<file path="src/rtl/cpu_pkg.sv">
// Shared CPU definitions: opcode constants, control-unit state encoding,
// the control-strobe bundle and small opcode classification helpers.
package cpu_pkg;

    localparam logic [4:0] OP_LD   = 5'b00000;
    localparam logic [4:0] OP_ST   = 5'b00010;
    localparam logic [4:0] OP_ADD  = 5'b00011;
    localparam logic [4:0] OP_SUB  = 5'b00100;
    localparam logic [4:0] OP_AND  = 5'b00101;
    localparam logic [4:0] OP_OR   = 5'b00110;
    localparam logic [4:0] OP_ADDI = 5'b01100;
    localparam logic [4:0] OP_JR   = 5'b10100;
    localparam logic [4:0] OP_MFHI = 5'b11000;
    localparam logic [4:0] OP_MFLO = 5'b11001;
    localparam logic [4:0] OP_NOP  = 5'b11010;
    localparam logic [4:0] OP_HALT = 5'b11011;

    typedef enum logic [3:0] {
        S_RST  = 4'd0,
        S_T0   = 4'd1,
        S_T1   = 4'd2,
        S_T2   = 4'd3,
        S_T3   = 4'd4,
        S_T4   = 4'd5,
        S_T5   = 4'd6,
        S_T6   = 4'd7,
        S_T7   = 4'd8,
        S_HALT = 4'd9
    } state_t;

    typedef struct packed {
        logic read, write, inc_pc;
        logic gra, grb, grc, r_in, r_out, ba_out;
        logic hi_in, lo_in, y_in, z_in, pc_in, ir_in, mar_in, mdr_in;
        logic inport_in, outport_in, con_in;
        logic hi_out, lo_out, y_out, zhigh_out, zlow_out, pc_out, mar_out;
        logic mdr_out, inport_out, outport_out, c_out;
    } ctrl_t;

    function automatic logic is_alu(input logic [4:0] op);
        return (op == OP_ADD) || (op == OP_SUB) || (op == OP_AND) || (op == OP_OR);
    endfunction

    function automatic logic is_mem(input logic [4:0] op);
        return (op == OP_LD) || (op == OP_ST);
    endfunction

    // Instructions that run the Y/Z datapath through T4 and T5.
    function automatic logic uses_yz(input logic [4:0] op);
        return is_alu(op) || (op == OP_ADDI) || is_mem(op);
    endfunction

endpackage

</file>
<file path="src/rtl/control_unit.sv">
// Hard-wired CPU control unit: fetch/execute sequencer with a Moore decode
// of the present state and the instruction register.
module control_unit
    import cpu_pkg::*;
(
    input  logic        Clock,
    input  logic        clear,
    input  logic [31:0] IR,
    input  logic        Stop,
    output logic        Run,
    output logic [4:0]  opcode,
    output logic        Read, Write, IncPC,
    output logic        Gra, Grb, Grc, Rin, Rout, BAout,
    output logic        HIin, LOin, Yin, Zin, PCin, IRin, MARin, MDRin,
    output logic        Inportin, Outportin, CONin,
    output logic        HIout, LOout, Yout, Zhighout, Zlowout, PCout, MARout,
    output logic        MDRout, Inportout, Outportout, Cout
);

    state_t      state_reg;
    state_t      done_target;
    ctrl_t       ctrl;
    logic [4:0]  alu_op;
    logic [4:0]  op_ir;
    logic        unused_ir_bits;

    assign op_ir = IR[31:27];
    // Operand fields are consumed by the register file, not by this block.
    assign unused_ir_bits = ^IR[26:0];

    // Stop only takes effect at an instruction's final state.
    assign done_target = Stop ? S_HALT : S_T0;

    always_ff @(posedge Clock or negedge clear) begin
        if (!clear) begin
            state_reg <= S_RST;
        end else begin
            case (state_reg)
                S_RST:  state_reg <= done_target;
                S_T0:   state_reg <= S_T1;
                S_T1:   state_reg <= S_T2;
                S_T2:   state_reg <= S_T3;
                S_T3: begin
                    if (op_ir == OP_HALT)
                        state_reg <= S_HALT;
                    else if (uses_yz(op_ir))
                        state_reg <= S_T4;
                    else
                        state_reg <= done_target;
                end
                S_T4:   state_reg <= S_T5;
                S_T5:   state_reg <= is_mem(op_ir) ? S_T6 : done_target;
                S_T6:   state_reg <= S_T7;
                S_T7:   state_reg <= done_target;
                S_HALT: state_reg <= S_HALT;
                default: state_reg <= S_RST;
            endcase
        end
    end

    always_comb begin
        ctrl   = '0;
        alu_op = 5'b00000;
        case (state_reg)
            S_T0: begin
                ctrl.pc_out = 1'b1; ctrl.mar_in = 1'b1; ctrl.inc_pc = 1'b1; ctrl.z_in = 1'b1;
                alu_op = OP_ADD;
            end
            S_T1: begin
                ctrl.zlow_out = 1'b1; ctrl.pc_in = 1'b1; ctrl.read = 1'b1; ctrl.mdr_in = 1'b1;
            end
            S_T2: begin
                ctrl.mdr_out = 1'b1; ctrl.ir_in = 1'b1;
            end
            S_T3: begin
                if (op_ir == OP_MFHI) begin
                    ctrl.gra = 1'b1; ctrl.r_in = 1'b1; ctrl.hi_out = 1'b1;
                end else if (op_ir == OP_MFLO) begin
                    ctrl.gra = 1'b1; ctrl.r_in = 1'b1; ctrl.lo_out = 1'b1;
                end else if (op_ir == OP_JR) begin
                    ctrl.gra = 1'b1; ctrl.r_out = 1'b1; ctrl.pc_in = 1'b1;
                end else if (is_alu(op_ir) || op_ir == OP_ADDI) begin
                    ctrl.grb = 1'b1; ctrl.r_out = 1'b1; ctrl.y_in = 1'b1;
                end else if (is_mem(op_ir)) begin
                    ctrl.grb = 1'b1; ctrl.ba_out = 1'b1; ctrl.y_in = 1'b1;
                end
            end
            S_T4: begin
                if (is_alu(op_ir)) begin
                    ctrl.grc = 1'b1; ctrl.r_out = 1'b1; ctrl.z_in = 1'b1;
                    alu_op = op_ir;
                end else if (uses_yz(op_ir)) begin
                    ctrl.c_out = 1'b1; ctrl.z_in = 1'b1;
                    alu_op = OP_ADD;
                end
            end
            S_T5: begin
                if (is_mem(op_ir)) begin
                    ctrl.zlow_out = 1'b1; ctrl.mar_in = 1'b1;
                end else if (uses_yz(op_ir)) begin
                    ctrl.zlow_out = 1'b1; ctrl.gra = 1'b1; ctrl.r_in = 1'b1;
                end
            end
            S_T6: begin
                if (op_ir == OP_LD) begin
                    ctrl.read = 1'b1; ctrl.mdr_in = 1'b1;
                end else if (op_ir == OP_ST) begin
                    ctrl.gra = 1'b1; ctrl.r_out = 1'b1; ctrl.mdr_in = 1'b1;
                end
            end
            S_T7: begin
                if (op_ir == OP_LD) begin
                    ctrl.mdr_out = 1'b1; ctrl.gra = 1'b1; ctrl.r_in = 1'b1;
                end else if (op_ir == OP_ST) begin
                    ctrl.write = 1'b1;
                end
            end
            default: ;
        endcase
    end

    assign Run    = (state_reg != S_RST) && (state_reg != S_HALT);
    assign opcode = ctrl.z_in ? alu_op : 5'b00000;

    assign Read       = ctrl.read;
    assign Write      = ctrl.write;
    assign IncPC      = ctrl.inc_pc;
    assign Gra        = ctrl.gra;
    assign Grb        = ctrl.grb;
    assign Grc        = ctrl.grc;
    assign Rin        = ctrl.r_in;
    assign Rout       = ctrl.r_out;
    assign BAout      = ctrl.ba_out;
    assign HIin       = ctrl.hi_in;
    assign LOin       = ctrl.lo_in;
    assign Yin        = ctrl.y_in;
    assign Zin        = ctrl.z_in;
    assign PCin       = ctrl.pc_in;
    assign IRin       = ctrl.ir_in;
    assign MARin      = ctrl.mar_in;
    assign MDRin      = ctrl.mdr_in;
    assign Inportin   = ctrl.inport_in;
    assign Outportin  = ctrl.outport_in;
    assign CONin      = ctrl.con_in;
    assign HIout      = ctrl.hi_out;
    assign LOout      = ctrl.lo_out;
    assign Yout       = ctrl.y_out;
    assign Zhighout   = ctrl.zhigh_out;
    assign Zlowout    = ctrl.zlow_out;
    assign PCout      = ctrl.pc_out;
    assign MARout     = ctrl.mar_out;
    assign MDRout     = ctrl.mdr_out;
    assign Inportout  = ctrl.inport_out;
    assign Outportout = ctrl.outport_out;
    assign Cout       = ctrl.c_out;

endmodule
</file>
<file path="config.mk">
export PLATFORM = sky130hd
export DESIGN_NAME = control_unit
export DESIGN_NICKNAME = d
export VERILOG_FILES = /design/src/rtl/cpu_pkg.sv /design/src/rtl/control_unit.sv
export SDC_FILE = /design/constraint.sdc
export NUM_CORES = 1
export LEC_CHECK = 0
export ABC_CLOCK_PERIOD_IN_PS = 2300
export CORE_UTILIZATION = 32
export CTS_CLUSTER_DIAMETER = 80
export DETAILED_ROUTE_END_ITERATION = 16
export HOLD_SLACK_MARGIN = 0.02
export PLACE_DENSITY = 0.81
export SETUP_SLACK_MARGIN = 0.5
export SLEW_MARGIN = 20
export SYNTH_ARGS = -nofsm -noshare
export SYNTH_HDL_FRONTEND = slang
export SYNTH_SLANG_ARGS = --single-unit
</file>
<file path="constraint.sdc">
create_clock -name Clock -period 2.3 [get_ports Clock]
set_input_delay 0.23 -clock Clock [delete_from_list [all_inputs] [get_ports Clock]]
set_output_delay 0.23 -clock Clock [all_outputs]
set_load 0.05 [all_outputs]
</file>
==> results of run 1 <==
[power breakdown]
group | internal, W | total [W] | switching (W)
registers | 0.000109 | 0.000152 | 0.0000428
clock network | 0.0000582 | 0.0000844 | 0.0000262
logic | 0.000930 | 0.00217 | 0.00124
[cell type report]
type / instances / area [µm²] / area share, %
Clock buffer: 3 / 22.52 / 1.072
Inverter: 4 / 17.52 / 0.8338
Multi-Input combinational cell: 96 / 970.9 / 46.22
Sequential cell: 4 / 103.9 / 4.943
Tap cell: 30 / 37.54 / 1.787
Timing Repair Buffer: 79 / 948.4 / 45.15
[cell usage after synthesis, types with 3 or more instances]
cell type	instances	area share, %
buf_4	14	13
inv_1	4	1.8
and2_1	3	2.3
clkbuf_1	6	2.7
nor2_1	9	4.1
dfrtp_1	4	12
nand3_1	3	1.8
nor4_1	5	3.8
or2_2	3	2.3
o21ai_0	5	3.0
nor2b_1	4	3.0
a21oi_1	4	2.4
nand2b_1	4	3.0
nand2_1	8	3.6
[layer usage]
layer	global-route usage (%)	share of wire, %	up-vias
li1	-	-	529
met5	0	0	-
met4	20.18	3.4	0
met2	52.74	51	87
met3	5.460	6.4	20
met1	32.99	39	609
[final timing paths]
| path | start | endpoint | slack, ps | cells past startpoint |
|---|---|---|---|---|
| worst max-delay path | state_reg[1] | Rout | 110 | 6 |
| worst min-delay path | clear | state_reg[1] | 200 | 1 |
| worst max register to register | state_reg[1] | state_reg[2] | 780 | 6 |
| worst min register to register | state_reg[3] | state_reg[1] | 710 | 2 |
| max in group asynchronous | clear | state_reg[3] | 1920 | 1 |
| min in group Clock | state_reg[3] | state_reg[1] | 710 | 2 |
[metrics by stage]
stage | setup TNS, ps | cell area (µm²) | total power [W] | setup WS (ps)
after CTS | 0 | 1942 | 0.002192 | 176.7
after global routing | 0 | 2101 | 0.002486 | 80.42
final | 0 | 2101 | 0.002404 | 107.3
after floorplan | 0 | 1099 | 0.001263 | 205.8
after detailed placement | -209.9 | 1659 | 0.001892 | -89.64
after global placement | -86.56 | 1659 | 0.001849 | -51.52
[kinds of logic after synthesis]
| logic type | synth area share [%] |
|---|---|
| other | 0.4500 |
| and+or+nand+nor | 39.94 |
| xor gates and xnor gates | 2.102 |
| buffers and inverters | 21.47 |
| AOI/OAI and AO/OA | 22.82 |
| adders and majority gates | 1.201 |
| DFF | 12.01 |
[critical path: stages (launching register included)]
cell      delay, ps
dfrtp_2         410
or4b_4          600
buf_4           180
nor4_4          140
a21oi_2          60
nand3b_1        180
buf_12          160
[timing repair]
item,CTS,global route
pin swaps,20,18
buffers inserted,20,6
resized for setup,50,27
gates cloned,0,0
setup endpoints to repair,23,24
==> run_results.csv, run 1 <==
group,metric,value,unit
status,status,"finished, final reports clean",
pwr,leakagePower,0.8775,nW
logic_synthesis,syn_inst,118,
min_path,hp-class,"input port to asynchronous set/reset pin",
routing,antenna_left,0,
routing,vias,1245,
critical_path,cp-start-kind,"register",
floorplanning,fp.dieH,53.03,µm
clock_network,cts_buffer_depth,2,
timing,finalCritPeriodShare,95.34,%
logic_synthesis,synthFlopType,"dfrtp_1",
routing,wire_per_inst,21.58,µm
timing,drv_slew,0,
clock_network,htreeDepth,1,
floorplanning,initial_core_util,33.64,%
critical_path,cp-end-kind,"output pin",
floorplanning,coreArea,2477,µm²
critical_path,timing_worst_setup_path_type,"register to output pin",
finish,largest_reg_flops,4,
logic_synthesis,synth-edff-count,0,
logic_synthesis,yosysSeqAreaShare,12.01,%
place,portBuffers,32,
global_routing,grt_usage,30.29,%
finish,layout_commonest_cell,"buf_4",
timing,finalHoldViolCount,0,
routing,drc_errors,0,
finish,drive_gt1_share,74.19,%
floorplanning,die_w,53.03,µm
clock_network,cts_hold_buf,0,
clock_network,cts_buffers,3,
finish,n_antenna_cell,0,
finish,final_cell_mix,"36 x buf_4, 23 x buf_12, 14 x buf_6, 12 x conb_1",
logic_synthesis,ys_warn_count,0,
floorplanning,die-area,2812,µm²
finish,fin_nets,223,
floorplanning,num_io_pins,72,
global_routing,grt_pass1_wl,6003,µm
timing,rsz0062_at_grt,"yes",
place,gp_congestion,0.8805,
critical_path,crit_arrival,1960,ps
routing,wl,4662,µm
routing,first_pass_iters,4,
finish,fillerInstances,114,
logic_synthesis,synthArstFlopShare,100.0,%
finish,fin_util,84.80,%
global_routing,grt_start_max_net_pins,18,
global_routing,grt_pass1_vias,1205,
critical_path,crit_required,2070,ps
place,post-dp-hpwl,2274,µm
clock_network,cts_tree,"yes",
global_routing,antenna_found_initial,0,
clock_network,clk_pin_slew,40,ps
logic_synthesis,ys_seq_elements,4,
logic_synthesis,synth_cell_types,46,
timing,hold_slack,198.9,ps
clock_network,clk-insertion-delay-late,230,ps
logic_synthesis,synth_area,833.3,µm²
floorplanning,num_rows,18,
pwr,vdd_drop_max,0.001088,V
flow_run,drv_cap,0,
clock_network,cts_sinks,4,
finish,areaGrowthSynthToFinish,152.1,%
place,dp.cells,187,
critical_path,path_max_fanout,4,
timing,setup-violations-final,0,
global_routing,overflow,0,
timing,skew,3.045,ps
logic_synthesis,syn_avg_cell_area,7.062,µm²
finish,stdcell_count,216,
timing,fin_crit,2193,ps
pwr,p_per_area,1144,nW/µm²
clock_network,root_buffer,"clkbuf_4",
routing,drt_iter0_drc,58,
timing,fmax,456.1,MHz
routing,routed_via_density,5.764,
Power figures use the tool's default switching activity.
==> run 2: changes to the inputs <==
ABC_CLOCK_PERIOD_IN_PS = 2510   (was 2300)
HOLD_SLACK_MARGIN = 0.05   (was 0.02)
clock period = 2.51 ns   (was 2.3 ns; I/O delays follow)
==> run_results.csv, run 2 (synthesized netlist as in run 1, its figures left out) <==
group,metric,value,unit
status,status,"finished, final reports clean",
critical_path,slowest_stage,"o41ai_1",
critical_path,r2r-start,"state_reg[1]",
critical_path,cp_cell_sequence,"dlygate4sd2_1, o41ai_1, nor4_1, a21oi_1, nand3_1, buf_12",
routing,first_pass_iters,4,
timing,finalCritPeriodShare,86.92,%
floorplanning,num_io_pins,72,
finish,areaGrowthSynthToFinish,100.5,%
critical_path,cp-start-kind,"input port",
finish,drive_gt1_share,54.49,%
place,post-dp-hpwl,1942,µm
pwr,leakagePower,0.7177,nW
floorplanning,fp.dieH,53.03,µm
finish,fillerInstances,210,
finish,final_cell_mix,"25 x buf_4, 21 x buf_12, 12 x conb_1, 7 x nand2_1",
finish,layout_commonest_cell,"buf_4",
timing,rsz0062_at_grt,"yes",
routing,antenna_left,0,
clock_network,cts_buffer_depth,2,
timing,setup-violations-final,0,
routing,vias,1052,
clock_network,cts_sinks,4,
global_routing,grt_pass1_wl,4650,µm
critical_path,max_stage_delay,620,ps
pwr,vdd_drop_max,0.0007914,V
critical_path,path_max_fanout,6,
critical_path,timing.rr.end,"state_reg[2]",
finish,stdcell_count,197,
global_routing,grt_start_max_net_pins,12,
critical_path,r2r_slack,1020,ps
critical_path,cp-end-kind,"output pin",
clock_network,clk-insertion-delay-late,230,ps
floorplanning,initial_core_util,33.64,%
routing,wl,3041,µm
floorplanning,die-area,2812,µm²
timing,worst_slew_pin_slew,582.5,ps
pwr,pwr-share-seq,8.7,%
flow_run,drv_cap,0,
routing,routed_via_density,5.340,
pwr,switchingPower,0.0009863,W
timing,max_slew_margin,60.66,%
pwr,pwr-share-clk,4.2,%
timing,fmax,458.4,MHz
global_routing,antenna_found_initial,0,
critical_path,crit_start,"IR[31]",
clock_network,cts_buffers,3,
floorplanning,coreArea,2477,µm²
global_routing,grt_usage,22.00,%
floorplanning,die_w,53.03,µm
finish,fin_nets,204,
timing,fin_crit,2182,ps
global_routing,overflow,0,
min_path,hp-class,"input port to asynchronous set/reset pin",
pwr,internal-power,0.0008066,W
clock_network,root_buffer,"clkbuf_4",
timing,fin_tns_setup,0,ps
timing,drv_slew,0,
critical_path,crit_required,2260,ps
timing,hold_slack,218.2,ps
critical_path,crit_arrival,1930,ps
floorplanning,num_rows,18,
timing,skew,2.194,ps
clock_network,htreeDepth,1,
finish,n_antenna_cell,0,
pwr,power_frac_comb,87.1,%
place,gp_congestion,0.8746,
pwr,p_sw_share,55.01,%
critical_path,worst-r2r-cell-count,5,
pwr,p_per_area,1073,nW/µm²
routing,drc_errors,0,
finish,largest_reg_flops,4,
critical_path,timing_worst_setup_path_type,"input port to output pin",
clock_network,clk_pin_slew,40,ps
timing,finalHoldViolCount,0,
finish,fin_util,67.42,%
routing,wire_per_inst,15.44,µm
place,dp.cells,176,
routing,drt_iter0_drc,20,
clock_network,cts_tree,"yes",
place,portBuffers,32,
global_routing,grt_pass1_vias,1019,
## run 2: power by group through the flow
stage	combinational [W]	sequential, W	clock (W)
floorplan	0.000939	0.000122	0
global placement	0.00132	0.000183	0
detailed placement	0.00134	0.000192	0
CTS	0.00147	0.000151	0.0000795
global route	0.00163	0.000161	0.0000850
finish	0.00156	0.000156	0.0000755
## run 2: final cells by class
type                    count  area, µm²  share of cell area (%)
well taps                  30      37.54                   2.247
multi-input cells          96      770.7                   46.14
flip-flops and latches      4      105.1                   6.292
inverters                   4      15.01                  0.8989
clock buffers               3      22.52                   1.348
repair buffers             60      719.4                   43.07
## run 2: worst max path at each step
stage                            to  cells after the start
after floorplan           opcode[0]                      5
after global placement      Zlowout                      6
after detailed placement    Zlowout                      6
after CTS                     HIout                      5
after global routing            Gra                      6
final                           Gra                      6
## run 2: worst max-delay path, delay by kind of cell
family / cells / cell delay (ps)
buffers and inverters: 2 / 470
and+or+nand+nor: 2 / 290
AOI/OAI and AO/OA: 2 / 920
## run 2: per-layer routing
| metal | routed length [µm] | part of all wire (%) | vias up | track usage [%] |
|---|---|---|---|---|
| met3 | 171 | 5.6 | 6 | 3.161 |
| met5 | 0 | 0 | - | 0 |
| li1 | - | - | 490 | - |
| met1 | 1172 | 39 | 509 | 23.76 |
| met2 | 1654 | 54 | 47 | 41.56 |
| met4 | 43 | 1.4 | 0 | 9.649 |
## run 2: metrics by stage
stage / setup slack (ps) / total power, W / instance area, µm²
4_1_cts: 348.2 / 0.001702 / 1595
5_1_grt: 202.8 / 0.001873 / 1670
3_5_place_dp: 28.76 / 0.001535 / 1439
3_3_place_gp: 117.3 / 0.001504 / 1439
6_report: 328.4 / 0.001793 / 1670
2_1_floorplan: 333.0 / 0.001062 / 959.7
## run 2: repair_timing
| item | 4_1_cts | 5_1_grt |
|---|---|---|
| hold buffers | 0 | 0 |
| buffers inserted | 11 | 7 |
| pin swaps | 4 | 9 |
| gates resized for setup | 24 | 16 |
| setup endpoints to repair | 23 | 18 |
==> run 3: changes to the inputs <==
ABC_AREA = 1   (was default)
CORE_MARGIN = 2   (was default)
CORE_UTILIZATION = 28   (was 32)
PLACE_DENSITY = 0.79   (was 0.81)
==> run_results.csv, run 3 <==
group,metric,value,unit
routing,drc_errors,0,
pwr,pwr-share-clk,6.2,%
timing,fmax,509.9,MHz
critical_path,crit_arrival,1710,ps
floorplanning,num_io_pins,72,
routing,vias,874,
global_routing,grt_usage,16.56,%
clock_network,htreeDepth,1,
critical_path,cp-start-kind,"input port",
routing,routed_via_density,4.699,
logic_synthesis,syn_avg_cell_area,5.519,µm²
finish,fin_util,53.44,%
routing,drt_iter0_drc,19,
clock_network,clk_pin_slew,40,ps
logic_synthesis,synthMuxAreaShare,0,%
timing,fin_crit,1961,ps
finish,final_cell_mix,"31 x nand2_1, 16 x buf_12, 13 x inv_1, 12 x conb_1, 11 x nand3_1",
pwr,vdd_drop_max,0.0008769,V
global_routing,antenna_found_initial,0,
logic_synthesis,yosys.area.top_type,"nand2_1",
logic_synthesis,ys_seq_elements,4,
timing,rsz0062_at_grt,"yes",
clock_network,root_buffer,"clkbuf_4",
place,portBuffers,32,
pwr,p_sw_share,60.31,%
timing,setup-violations-final,0,
finish,drive_gt1_share,34.18,%
routing,dr_wl_met2,1173,µm
logic_synthesis,synth_top_family_by_area,"simple AND/OR/NAND/NOR gates",
logic_synthesis,yosysSeqAreaShare,14.63,%
logic_synthesis,synth_area,684.4,µm²
place,gp_congestion,0.8473,
global_routing,grt_pass1_wl,3567,µm
place,post-dp-hpwl,1748,µm
routing,top_layer_used,"met4",
clock_network,cts_hold_buf,0,
pwr,pwr-share-seq,10.6,%
pwr,internal-power,0.0005098,W
clock_network,cts_sinks,4,
floorplanning,initial_core_util,30.36,%
logic_synthesis,synth.area.top_cells,"nand2_1 18%, buf_4 15%, dfrtp_1 15%",
finish,n_antenna_cell,0,
global_routing,grt_pass1_vias,865,
critical_path,crit_required,2260,ps
critical_path,path_max_fanout,5,
timing,finalHoldViolCount,0,
logic_synthesis,synthArstFlopShare,100.0,%
logic_synthesis,synthTopCellsByCount,"33 x nand2_1, 16 x inv_1, 14 x buf_4, 13 x nor2_1, 12 x nand3_1",
floorplanning,num_rows,17,
logic_synthesis,synth-adder-area-share,0,%
finish,layout_commonest_cell,"nand2_1",
logic_synthesis,yosysMostFrequentCell,"nand2_1",
logic_synthesis,synth-edff-count,0,
timing,fin_tns_setup,0,ps
floorplanning,fp.dieH,53.44,µm
routing,antenna_left,0,
finish,areaGrowthSynthToFinish,76.05,%
clock_network,cts_buffer_depth,2,
logic_synthesis,synth_compound_gate_area_share,6.216,%
timing,finalCritPeriodShare,78.14,%
critical_path,cp-end-kind,"output pin",
finish,fin_area,1205,µm²
logic_synthesis,synth_xor_area_share,0,%
flow_run,drv_cap,0,
routing,first_pass_iters,4,
floorplanning,coreArea,2255,µm²
timing,drv_slew,0,
pwr,leakagePower,0.6600,nW
logic_synthesis,ys_warn_count,0,
routing,wl_met3,162,µm
critical_path,timing_worst_setup_path_type,"input port to output pin",
logic_synthesis,synth_top_area_share,18.10,%
clock_network,cts_buffers,3,
clock_network,cts_tree,"yes",
routing,route.layer.met1.wl,837,µm
logic_synthesis,synthFlopType,"dfrtp_1",
routing,wire_per_inst,11.96,µm
logic_synthesis,syn_inst,124,
timing,skew,3.968,ps
finish,largest_reg_flops,4,
logic_synthesis,synth-simple-area-share,51.19,%
pwr,p_per_area,1066,nW/µm²
floorplanning,die_w,53.44,µm
logic_synthesis,synth_cell_types,20,
floorplanning,die-area,2856,µm²
global_routing,overflow,0,
place,dpl_cell_area,1129,µm²
pwr,p_total,0.001284,W
min_path,hp-class,"input port to asynchronous set/reset pin",
finish,fin_nets,195,
pwr,switchingPower,0.0007744,W
global_routing,grt_start_max_net_pins,9,
routing,wl,2224,µm
status,status,"finished, final reports clean",
pwr,power_frac_comb,83.3,%
clock_network,clk-insertion-delay-late,230,ps
## run 3: logic make-up (layout without fill, tap and decap cells)
| logic type | count (synthesis) | after routing |
|---|---|---|
| AND/OR/NAND/NOR | 75 | 75 |
| AO/OA/AOI/OAI | 8 | 8 |
| flip-flops | 4 | 4 |
| other | 1 | 12 |
| buffers and inverters | 36 | 59 |
## run 3: stage by stage
step / std cells / hold slack (ps) / worst slack, ps
2_1_floorplan: 135 / -44.59 / 439.6
6_report: 186 / 224.0 / 548.8
3_5_place_dp: 181 / 474.5 / 501.4
4_1_cts: 184 / 226.4 / 512.5
5_1_grt: 186 / 254.0 / 442.4
3_3_place_gp: 181 / 461.1 / 549.3
## run 3: area by class of cell
cell class	count	area, µm²
Fill cell	231	1050
Timing Repair Buffer	34	488.0
Multi-Input combinational cell	95	476.7
Sequential cell	4	100.1
Inverter	22	82.58
Tap cell	28	35.03
Clock buffer	3	22.52
## run 3: worst paths after layout
kind | from | to | slack [ps] | cells past startpoint
max in group asynchronous | clear | state_reg[1] | 2110 | 1
worst min register to register | state_reg[3] | state_reg[0] | 620 | 2
worst max-delay path | IR[30] | Rin | 550 | 10
worst min-delay path | clear | state_reg[3] | 220 | 1
worst max register to register | state_reg[3] | state_reg[1] | 1250 | 7
min in group Clock | IR[29] | state_reg[3] | 570 | 6
## run 3: power by group through the flow
stage,sequential (W),clock (W),combinational [W]
floorplan,0.000125,0,0.000697
global placement,0.000131,0,0.00106
detailed placement,0.000136,0,0.00108
CTS,0.000135,0.0000823,0.00106
global route,0.000142,0.0000839,0.00113
finish,0.000136,0.0000795,0.00107
## run 3: timing repair
item	4_1_cts	5_1_grt
endpoints found under the setup margin	5	17
gates resized for setup	5	16
setup buffers	0	2
pin swaps	0	3
## run 3: worst max-delay path, stage by stage
cell and delay [ps]:
clkdlybuf4s50_1 490, inv_2 70, nand2_1 60, nand2_1 80, nand3_2 110, nand2_2 80
buf_4 140, a21oi_2 150, nand2_1 120, buf_12 160
## run 3: routing by layer
layer / global-route usage, % / vias up
met2: 28.19 / 44
met1: 19.06 / 393
met3: 3.955 / 6
met5: 0 / -
li1: - / 431
met4: 8.120 / 0
